<file path="config.mk">
export PLATFORM = sky130hd
export DESIGN_NAME = multicycle_control
export DESIGN_NICKNAME = d
export VERILOG_FILES = /design/src/rtl/multicycle_control.sv
export SDC_FILE = /design/constraint.sdc
export NUM_CORES = 1
export LEC_CHECK = 0
export BUFFER_PORTS_ARGS = -buffer_cell sky130_fd_sc_hd__buf_2
export CORE_MARGIN = 2
export CORE_UTILIZATION = 30
export DETAILED_ROUTE_END_ITERATION = 8
export GPL_TIMING_DRIVEN = 1
export HOLD_SLACK_MARGIN = 0.02
export PLACE_DENSITY_LB_ADDON = 0.1
export SKIP_LAST_GASP = 1
export SYNTH_ARGS = -nofsm -noshare
export SYNTH_HDL_FRONTEND = slang
export SYNTH_SLANG_ARGS = --single-unit
</file>
<file path="constraint.sdc">
create_clock -name clk -period 2.01 [get_ports clk]
set_input_delay 0.402 -clock clk [delete_from_list [all_inputs] [get_ports clk]]
set_output_delay 0.402 -clock clk [all_outputs]
set_load 0.03 [all_outputs]
</file>
<file path="src/rtl/multicycle_control.sv">
// Multicycle main controller. A Moore FSM that sequences each instruction through
// fetch / decode / execute / memory / writeback over a shared instruction+data memory
// port, waiting on a mem_ready handshake with an optional per-access timeout.
// Field encodings (regdst, alusrc, memtoreg, branch, jump, mode, aluop) match the
// single-cycle main decoder.
//
// Ports:
//   clk, reset          rising-edge clock, asynchronous active-high reset
//   mem_rdata           memory read data; instruction word during FETCH
//   mem_ready           current memory access completes this cycle
//   zero                ALU zero flag; the datapath gates pc_write_cond with it
//   mem_read/mem_write  memory request strobes
//   iord                memory address select (0 PC, 1 ALUOut)
//   ir_write, pc_write  instruction register load, unconditional PC load
//   pc_write_cond       PC load qualified by the branch condition in the datapath
//   reg_write           register file write enable
//   regdst              00 rt, 01 rd, 10 $31
//   memtoreg            00 ALU, 01 memory, 10 PC+4
//   alusrc              00 register, 01 sign-extended imm, 10 zero-extended imm
//   branch              00 none, 01 beq, 10 bne
//   jump                00 none, 01 j/jal, 10 jr
//   mode                0 W, 1 H, 2 HU, 3 B, 4 BU
//   aluop               0 add, 1 sub, 2 funct, 3 and, 4 lui, 5 slt, 6 xor, 7 or
//   instr_done          pulse on the last cycle of every instruction
//   illegal_op          pulse in DECODE for an unknown opcode
//   bus_error           pulse when a memory access times out
//   state_o             current state: 0 FETCH, 1 DECODE, 2 MEMADR, 3 MEMRD, 4 MEMWB,
//                       5 MEMWR, 6 EXEC, 7 ALUWB, 8 BRANCH, 9 JUMP

module multicycle_control #(
  parameter int unsigned ALUOP_W     = 4,
  parameter int unsigned MEM_TIMEOUT = 15,
  parameter int unsigned STATE_W     = 4
) (
  input  logic               clk,
  input  logic               reset,
  input  logic [31:0]        mem_rdata,
  input  logic               mem_ready,
  input  logic               zero,
  output logic               mem_read,
  output logic               mem_write,
  output logic               iord,
  output logic               ir_write,
  output logic               pc_write,
  output logic               pc_write_cond,
  output logic               reg_write,
  output logic [1:0]         regdst,
  output logic [1:0]         memtoreg,
  output logic [1:0]         alusrc,
  output logic [1:0]         branch,
  output logic [1:0]         jump,
  output logic [2:0]         mode,
  output logic [ALUOP_W-1:0] aluop,
  output logic               instr_done,
  output logic               illegal_op,
  output logic               bus_error,
  output logic [STATE_W-1:0] state_o
);

  typedef enum logic [3:0] {
    StFetch  = 4'd0,
    StDecode = 4'd1,
    StMemAdr = 4'd2,
    StMemRd  = 4'd3,
    StMemWb  = 4'd4,
    StMemWr  = 4'd5,
    StExec   = 4'd6,
    StAluWb  = 4'd7,
    StBranch = 4'd8,
    StJump   = 4'd9
  } state_e;

  localparam logic [5:0] OpRtype = 6'h00;
  localparam logic [5:0] OpJ     = 6'h02;
  localparam logic [5:0] OpJal   = 6'h03;
  localparam logic [5:0] OpBeq   = 6'h04;
  localparam logic [5:0] OpBne   = 6'h05;
  localparam logic [5:0] OpAddi  = 6'h08;
  localparam logic [5:0] OpSlti  = 6'h0A;
  localparam logic [5:0] OpAndi  = 6'h0C;
  localparam logic [5:0] OpOri   = 6'h0D;
  localparam logic [5:0] OpXori  = 6'h0E;
  localparam logic [5:0] OpLui   = 6'h0F;
  localparam logic [5:0] OpLb    = 6'h20;
  localparam logic [5:0] OpLh    = 6'h21;
  localparam logic [5:0] OpLw    = 6'h23;
  localparam logic [5:0] OpLbu   = 6'h24;
  localparam logic [5:0] OpLhu   = 6'h25;
  localparam logic [5:0] OpSb    = 6'h28;
  localparam logic [5:0] OpSh    = 6'h29;
  localparam logic [5:0] OpSw    = 6'h2B;
  localparam logic [5:0] FnJr    = 6'h08;

  localparam logic [2:0] AluAdd   = 3'd0;
  localparam logic [2:0] AluSub   = 3'd1;
  localparam logic [2:0] AluFunct = 3'd2;
  localparam logic [2:0] AluAnd   = 3'd3;
  localparam logic [2:0] AluLui   = 3'd4;
  localparam logic [2:0] AluSlt   = 3'd5;
  localparam logic [2:0] AluXor   = 3'd6;
  localparam logic [2:0] AluOr    = 3'd7;

  localparam logic [2:0] ModeW  = 3'd0;
  localparam logic [2:0] ModeH  = 3'd1;
  localparam logic [2:0] ModeHu = 3'd2;
  localparam logic [2:0] ModeB  = 3'd3;
  localparam logic [2:0] ModeBu = 3'd4;

  localparam int unsigned CntW = (MEM_TIMEOUT > 1) ? $clog2(MEM_TIMEOUT + 1) : 1;
  localparam logic [CntW-1:0] TimeoutVal = CntW'(MEM_TIMEOUT);

  state_e            state_q, state_d;
  logic [CntW-1:0]   wait_cnt_q, wait_cnt_d;
  logic [5:0]        opcode_q, funct_q;

  logic              is_load, is_store, is_alu, is_branch, is_jump, is_legal;
  logic [2:0]        mode_c;
  logic [1:0]        exec_alusrc;
  logic [2:0]        exec_aluop;
  logic              mem_wait_state, timeout, ir_load;
  logic [2:0]        aluop_c;

  // zero is consumed by the datapath's branch gating; the middle instruction bits are
  // decoded by the datapath, only opcode and funct matter here.
  logic unused_inputs;
  assign unused_inputs = ^{zero, mem_rdata[25:6]};

  assign mem_wait_state = (state_q == StFetch) || (state_q == StMemRd) || (state_q == StMemWr);
  // mem_ready on the timeout cycle wins, so timeout is only raised without it.
  assign timeout = (MEM_TIMEOUT != 0) && mem_wait_state && !mem_ready &&
                   (wait_cnt_q == TimeoutVal);
  assign ir_load = (state_q == StFetch) && mem_ready;

  // Instruction class and per-opcode fields, from the latched opcode/funct only.
  always_comb begin
    is_load     = 1'b0;
    is_store    = 1'b0;
    is_alu      = 1'b0;
    is_branch   = 1'b0;
    is_jump     = 1'b0;
    mode_c      = ModeW;
    exec_alusrc = 2'b00;
    exec_aluop  = AluAdd;
    unique case (opcode_q)
      OpRtype: begin
        if (funct_q == FnJr) begin
          is_jump = 1'b1;
        end else begin
          is_alu     = 1'b1;
          exec_aluop = AluFunct;
        end
      end
      OpAddi:  begin is_alu = 1'b1; exec_alusrc = 2'b01; exec_aluop = AluAdd; end
      OpSlti:  begin is_alu = 1'b1; exec_alusrc = 2'b01; exec_aluop = AluSlt; end
      OpAndi:  begin is_alu = 1'b1; exec_alusrc = 2'b10; exec_aluop = AluAnd; end
      OpOri:   begin is_alu = 1'b1; exec_alusrc = 2'b10; exec_aluop = AluOr;  end
      OpXori:  begin is_alu = 1'b1; exec_alusrc = 2'b10; exec_aluop = AluXor; end
      OpLui:   begin is_alu = 1'b1; exec_alusrc = 2'b01; exec_aluop = AluLui; end
      OpLw:    begin is_load  = 1'b1; mode_c = ModeW;  end
      OpLh:    begin is_load  = 1'b1; mode_c = ModeH;  end
      OpLhu:   begin is_load  = 1'b1; mode_c = ModeHu; end
      OpLb:    begin is_load  = 1'b1; mode_c = ModeB;  end
      OpLbu:   begin is_load  = 1'b1; mode_c = ModeBu; end
      OpSw:    begin is_store = 1'b1; mode_c = ModeW;  end
      OpSh:    begin is_store = 1'b1; mode_c = ModeH;  end
      OpSb:    begin is_store = 1'b1; mode_c = ModeB;  end
      OpBeq, OpBne: is_branch = 1'b1;
      OpJ, OpJal:   is_jump   = 1'b1;
      default: ;
    endcase
  end

  assign is_legal = is_load | is_store | is_alu | is_branch | is_jump;

  // Next state and memory wait counter.
  always_comb begin
    state_d    = state_q;
    wait_cnt_d = '0;
    unique case (state_q)
      StFetch: begin
        if (mem_ready)    state_d = StDecode;
        else if (timeout) state_d = StFetch;
      end
      StDecode: begin
        if (is_load || is_store) state_d = StMemAdr;
        else if (is_alu)         state_d = StExec;
        else if (is_branch)      state_d = StBranch;
        else if (is_jump)        state_d = StJump;
        else                     state_d = StFetch;
      end
      StMemAdr: state_d = is_load ? StMemRd : StMemWr;
      StMemRd: begin
        if (mem_ready)    state_d = StMemWb;
        else if (timeout) state_d = StFetch;
      end
      StMemWr: begin
        if (mem_ready || timeout) state_d = StFetch;
      end
      StExec:   state_d = StAluWb;
      StMemWb, StAluWb, StBranch, StJump: state_d = StFetch;
      default:  state_d = StFetch;
    endcase

    // Counter is zero outside wait states, so every wait state is entered with it
    // cleared; a finished or timed-out access (including FETCH restarting) clears it too.
    if (mem_wait_state && !mem_ready && !timeout) begin
      if (wait_cnt_q != {CntW{1'b1}}) wait_cnt_d = wait_cnt_q + 1'b1;
      else                            wait_cnt_d = wait_cnt_q;
    end
  end

  always_ff @(posedge clk or posedge reset) begin
    if (reset) begin
      state_q    <= StFetch;
      wait_cnt_q <= '0;
      opcode_q   <= '0;
      funct_q    <= '0;
    end else begin
      state_q    <= state_d;
      wait_cnt_q <= wait_cnt_d;
      if (ir_load) begin
        opcode_q <= mem_rdata[31:26];
        funct_q  <= mem_rdata[5:0];
      end
    end
  end

  // Outputs. reset overrides everything so write enables fall without waiting for a clock.
  always_comb begin
    mem_read      = 1'b0;
    mem_write     = 1'b0;
    iord          = 1'b0;
    ir_write      = 1'b0;
    pc_write      = 1'b0;
    pc_write_cond = 1'b0;
    reg_write     = 1'b0;
    regdst        = 2'b00;
    memtoreg      = 2'b00;
    alusrc        = 2'b00;
    branch        = 2'b00;
    jump          = 2'b00;
    mode          = 3'd0;
    aluop_c       = AluAdd;
    instr_done    = 1'b0;
    illegal_op    = 1'b0;
    bus_error     = 1'b0;
    state_o       = STATE_W'(state_q);
    unique case (state_q)
      StFetch: begin
        mem_read   = 1'b1;
        ir_write   = mem_ready;
        pc_write   = mem_ready;
        bus_error  = timeout;
        instr_done = timeout;
      end
      StDecode: begin
        if (!is_legal) begin
          illegal_op = 1'b1;
          instr_done = 1'b1;
        end
      end
      StMemAdr: alusrc = 2'b01;
      StMemRd: begin
        mem_read   = 1'b1;
        iord       = 1'b1;
        mode       = mode_c;
        bus_error  = timeout;
        instr_done = timeout;
      end
      StMemWb: begin
        reg_write  = 1'b1;
        memtoreg   = 2'b01;
        instr_done = 1'b1;
      end
      StMemWr: begin
        mem_write  = 1'b1;
        iord       = 1'b1;
        mode       = mode_c;
        bus_error  = timeout;
        instr_done = mem_ready | timeout;
      end
      StExec: begin
        alusrc  = exec_alusrc;
        aluop_c = exec_aluop;
      end
      StAluWb: begin
        reg_write  = 1'b1;
        regdst     = (opcode_q == OpRtype) ? 2'b01 : 2'b00;
        instr_done = 1'b1;
      end
      StBranch: begin
        aluop_c       = AluSub;
        branch        = (opcode_q == OpBne) ? 2'b10 : 2'b01;
        pc_write_cond = 1'b1;
        instr_done    = 1'b1;
      end
      StJump: begin
        pc_write   = 1'b1;
        jump       = (opcode_q == OpRtype) ? 2'b10 : 2'b01;
        instr_done = 1'b1;
        if (opcode_q == OpJal) begin
          reg_write = 1'b1;
          regdst    = 2'b10;
          memtoreg  = 2'b10;
        end
      end
      default: ;
    endcase

    if (reset) begin
      mem_read      = 1'b0;
      mem_write     = 1'b0;
      iord          = 1'b0;
      ir_write      = 1'b0;
      pc_write      = 1'b0;
      pc_write_cond = 1'b0;
      reg_write     = 1'b0;
      regdst        = 2'b00;
      memtoreg      = 2'b00;
      alusrc        = 2'b00;
      branch        = 2'b00;
      jump          = 2'b00;
      mode          = 3'd0;
      aluop_c       = AluAdd;
      instr_done    = 1'b0;
      illegal_op    = 1'b0;
      bus_error     = 1'b0;
      state_o       = '0;
    end
  end

  assign aluop = ALUOP_W'(aluop_c);

endmodule

</file>
### Word level (Yosys, flattened, before mapping)

Cells that the tools add are included.

| operators by class | value |
|---|---|
| multipliers | 0 |
| bitwise logic cells | 5 |
| $lt $le $gt $ge | 0 |
| shifts and indexed selects | 0 |
| reductions and logical operators | 26 |
| mux-type cells | 64 |
| equal/unequal tests | 32 |
| $add $sub $neg | 1 |
| div/mod/pow operators | 0 |

Operators with widths:

| cell | number |
|---|---|
| $eq 6x6->1 const B | 8 |
| $mux 4 | 11 |
| $eq 6x4->1 const B | 7 |
| $mux 1 | 25 |
| $pmux 4 s6 | 1 |
| $mux 2 | 11 |
| $pmux 3 s6 | 1 |
| $eq 4x3->1 const B | 4 |
| $pmux 2 s2 | 4 |
| $reduce_or 2->1 | 7 |
| $eq 4x4->1 const B | 3 |
| $eq 6x2->1 const B | 2 |
| $eq 6x3->1 const B | 2 |
| $mux 3 | 4 |
| $pmux 3 s4 | 1 |
| $reduce_or 3->1 | 4 |
| $eq 4x2->1 const B | 2 |
| $pmux 1 s2 | 4 |
| $logic_not 6->1 | 1 |
| $pmux 3 s2 | 1 |
| $reduce_or 6->1 | 1 |
| $or 1x1->1 | 5 |
| $reduce_or 5->1 | 1 |
| $add 4x1->4 const B | 1 |
| 9 further kinds | 17 |

| word-level totals | value |
|---|---|
| bits in read-only memories | 0 |
| bits in writable memories | 0 |
| latch bits | 0 |
| memories kept | 0 |
| bits of input ports | 36 |
| register bits after elaboration | 20 |

### Logic depth before layout (Yosys ltp)

| logic depth | value |
|---|---|
| depth after elaboration | 10 |
| depth in mapped cells | 6 |
| mapped depth without buffers | 5 |

### Worst setup path before layout

OpenSTA, ideal clock, no wires.

| timing path | value |
|---|---|
| kind | reg2out |
| from | reg opcode_q[0] |
| to | out alusrc[0] |
| arrival | 2486 ps |
| buffers on the path | 1 |
| path slack | -878 ps |
| data required time | 1608 ps |
| stages on the path, launching flop included | 5 |
| cell sequence | dfrtp_1 clkbuf_1 and3_1 o21ai_0 a2111oi_0 |

| on the way | value |
|---|---|
| longest elaborated chain between the ends | 5 |

RTL lines:

| element | line | text |
|---|---|---|
| start, declared | 114 | `logic [5:0] opcode_q, funct_q;` |
| start signal, assigned | 222 | `opcode_q <= mem_rdata[31:26];` |
| $eq 6x4->1 | 144 | `unique case (opcode_q)` |
| $reduce_or 3->1 (no line) | - |  |
| $pmux 2 s2 * | 144 |  |
| $pmux 2 s2 * | 248 | `unique case (state_q)` |
| $mux 2 * | 310 | `if (reset) begin` |
| end, declared | 49 | `output logic [1:0] alusrc,` |

Mark *: on every way between the ends. The rest lies on a longest branch, timed or not.

### Worst setup path after layout

| timing path | value |
|---|---|
| from | reg opcode_q[2] |
| to | out aluop[1] |

| on the way | value |
|---|---|
| longest elaborated chain between the ends | 4 |

RTL lines:

| element | line | text |
|---|---|---|
| $eq 6x4->1 / $logic_not 6->1 (equally long branches) | 144 |  |
| $pmux 3 s6 * | 144 |  |
| $pmux 3 s2 * | 248 |  |
| $mux 3 * | 310 |  |
| end, declared | 53 | `output logic [ALUOP_W-1:0] aluop,` |

Marks and branches as above.

==> impl_metrics.ini <==
[outcome]
status = complete, but fails checks
violations = setup timing

[hold_path]
min_path_type = in -> async

[clocking]
numCtsBuffers = 3
clockBufferDepth = 2
cts_tree = done
clkTransAtPathRegs_ns = 0.08
root_buffer = clkbuf_8
cts_max_level = 1
clk_latency_ns = 0.26
cts.sinks = 20

[global_routing]
grt_pass1_vias = 1513
grt_max_degree = 22
grt_pass1_wl_microns = 7210
overflow = 0
track_usage_pct = 17.5
antenna_found_initial = 0

[synth]
ys_ff_latch = 20
synth_top_area_share_pct = 35.5
synth_cell_types = 48
synth_xor_area_share_pct = 2.48
synthMuxAreaShare_pct = 9.49
yosys-top-cells-area = dfrtp_1 35%, mux2_2 8.8%, nor2_1 5.3%, nor3_1 3.2%, nand2_1 2.9%
synthCells = 166
ys_seq_area_share_pct = 35.5
syn_area_per_cell_sq_um = 8.50
synthArstFlopShare_pct = 100
synthFlopType = dfrtp_1
yosys.area_share.simple_pct = 28.5
synthAdderAreaFrac_pct = 0.887
ys_warn_count = 0
synth.largest_area_cell = dfrtp_1
synth_nets = 203
synth-edff-count = 0
synth_compound_area_share_pct = 17.3
synth_top_family_by_area = simple AND/OR/NAND/NOR gates
post_synth_instance_area_sq_mm = 0.00141

[floorplanning]
core_sq_mm = 0.00444
ios = 67
fp.dieW_microns = 72.6
initial_core_util_pct = 31.8
row_count = 24
die_y_microns = 72.6
die_area_sq_mm = 0.00527

[worst_setup_path]
cp_max_fo = 4
cp.arrival_ns = 2.02
end_kind = output pin
cp-start-kind = flop
crit_end = aluop[1]
reg2reg_from = opcode_q[2]$_DFFE_PP0P_
rrSetupSlack_ns = 0.06
r2r_end = state_q[2]$_DFFE_PP0P_
required_ns = 1.61
critPathKind = reg -> out
reg2regPathDepth = 6
worstSetupStartpoint = opcode_q[2]$_DFFE_PP0P_

[pwr]
comb_power_share_pct = 64.4
p_sw_mw = 1.34
clkPwrFrac_pct = 12.7
p_leak_nw = 1.18
p_int_mw = 1.83
power_density_mw_per_mm2 = 1240
p_sw_share_pct = 42.2
irDropWorstVdd_v = 0.000535
pwr-share-seq_pct = 22.9

[final_layout]
drive_above_1_share_pct = 62.1
nFillCells = 391
fin_util_pct = 57.8
syn2layout_area_growth_pct = 81.9
fin_nets = 286
insertedDiodeCount = 0

[placement]
dpl.hpwl_microns = 3290
port_buffers = 44
gp_congestion = 0.809

[sta]
hold_viol_final = 0
period_share_pct = 120
slew_violations = 0
finalCriticalPeriod_ns = 2.42
clock_skew_ns = 0.00116
rsz0062_at_grt = true
fmax_mhz = 413
setup_viol_count_final = 20
setup_tns_ns = -4.72
hold_ws_ns = 0.245
setup_ws_ns = -0.411

[job]
drv_cap = 0

[drt]
vias = 1533
wire_per_inst_microns = 14.9
viasPerCell = 5.11
firstDrtPassIters = 4
drtIter0Drc = 77
drc = 0
ant_nets = 0
routed_wl_microns = 4480
## through the flow
stage / cell area (sq um) / setup slack, ns / cells / power (mW)
finish: 2570 / -0.411 / 300 / 3.18
global route: 2570 / -0.489 / 300 / 3.40
CTS: 2420 / -0.421 / 294 / 3.00
detailed placement: 2030 / -0.178 / 282 / 2.33
global placement: 2030 / -0.155 / 282 / 2.28
floorplan: 1570 / -0.275 / 166 / 1.76
## area by class of cell
type	instances	area, sq um	area share (%)
multi-input combinational	127	1170	45.6
clock inverter	1	30.0	1.17
inverter	7	30.0	1.17
sequential	20	502	19.5
tap	52	65.1	2.53
clock buffer	3	41.3	1.61
timing repair buffer	90	728	28.4
## timing repair
item	CTS	global route
buffers inserted	8	10
gates resized for setup	72	26
pin swaps	13	9
hold buffers	0	0
setup endpoints to repair	23	26
## flip-flops by register name (all words and copies together), names as in the netlist
register    count
funct_q         6
wait_cnt_q      4
state_q         4
opcode_q        6
## kinds of logic (layout without fill, tap and decap cells)
kind of cell / count (synthesis) / after routing
AO/OA/AOI/OAI: 35 / 35
XOR/XNOR: 4 / 4
multiplexers: 12 / 12
flip-flops: 20 / 20
AND/OR/NAND/NOR: 74 / 74
other: 1 / 1
buffers and inverters: 19 / 101
adder cells (fa/ha/maj): 1 / 1
## layer usage
layer,routed length (microns),track usage (%)
met4,19,4.94
met2,2310,30.1
met1,2010,23.0
met3,132,2.07
met5,0,0
## worst min-delay path by stage
stage                                    from                        end
floorplan                               reset     funct_q[0]$_DFFE_PP0P_
finish                                  reset     state_q[2]$_DFFE_PP0P_
global placement    wait_cnt_q[0]$_DFFE_PP0P_  wait_cnt_q[0]$_DFFE_PP0P_
detailed placement  wait_cnt_q[0]$_DFFE_PP0P_  wait_cnt_q[0]$_DFFE_PP0P_
global route                            reset    opcode_q[4]$_DFFE_PP0P_
CTS                                     reset    opcode_q[5]$_DFFE_PP0P_
## placed cells by master (no fill, tap or decap), drive strengths merged, types with 2 or more instances in the layout
cell	count
a211o	3
xor2	3
dfrtp	20
o211ai	2
clkbuf	4
nor4b	2
a31o	2
nor2b	6
inv	6
nor3b	3
a31oi	2
buf	89
a21o	2
nor4	2
nand2	11
nand3	7
mux2	11
nand2b	5
or3b	2
nor3	9
nor2	20
o21ai	6
a21oi	7
## power by group through the flow
stage	clock network [mW]	logic, mW	registers [mW]
final	0.404	2.04	0.727
after global routing	0.443	2.21	0.750
after global placement	0	1.58	0.707
after detailed placement	0	1.61	0.716
after floorplan	0	1.08	0.679
after CTS	0.421	1.87	0.710
## Yosys cell counts (2+ instances only)
cell type / count
nor2_1: 20
mux2_2: 11
o211ai_1: 2
nor3_1: 9
nor3b_1: 2
a21o_1: 2
or3b_2: 2
o21ai_0: 6
clkbuf_1: 8
dfrtp_1: 20
inv_1: 7
nand2_1: 11
nand2b_1: 5
a31oi_1: 2
a211o_1: 3
nor4b_1: 2
nand3_1: 7
nor2b_1: 6
buf_2: 3
a31o_2: 2
a21oi_1: 7
xor2_1: 3
## critical path, cell delays in order (launching register included)
cell      delay, ns
dfrtp_1        0.40
or4_4          0.58
a2111o_1       0.36
buf_6          0.15
a21boi_4       0.13
buf_6          0.14
(Power assumes the default switching activity.)
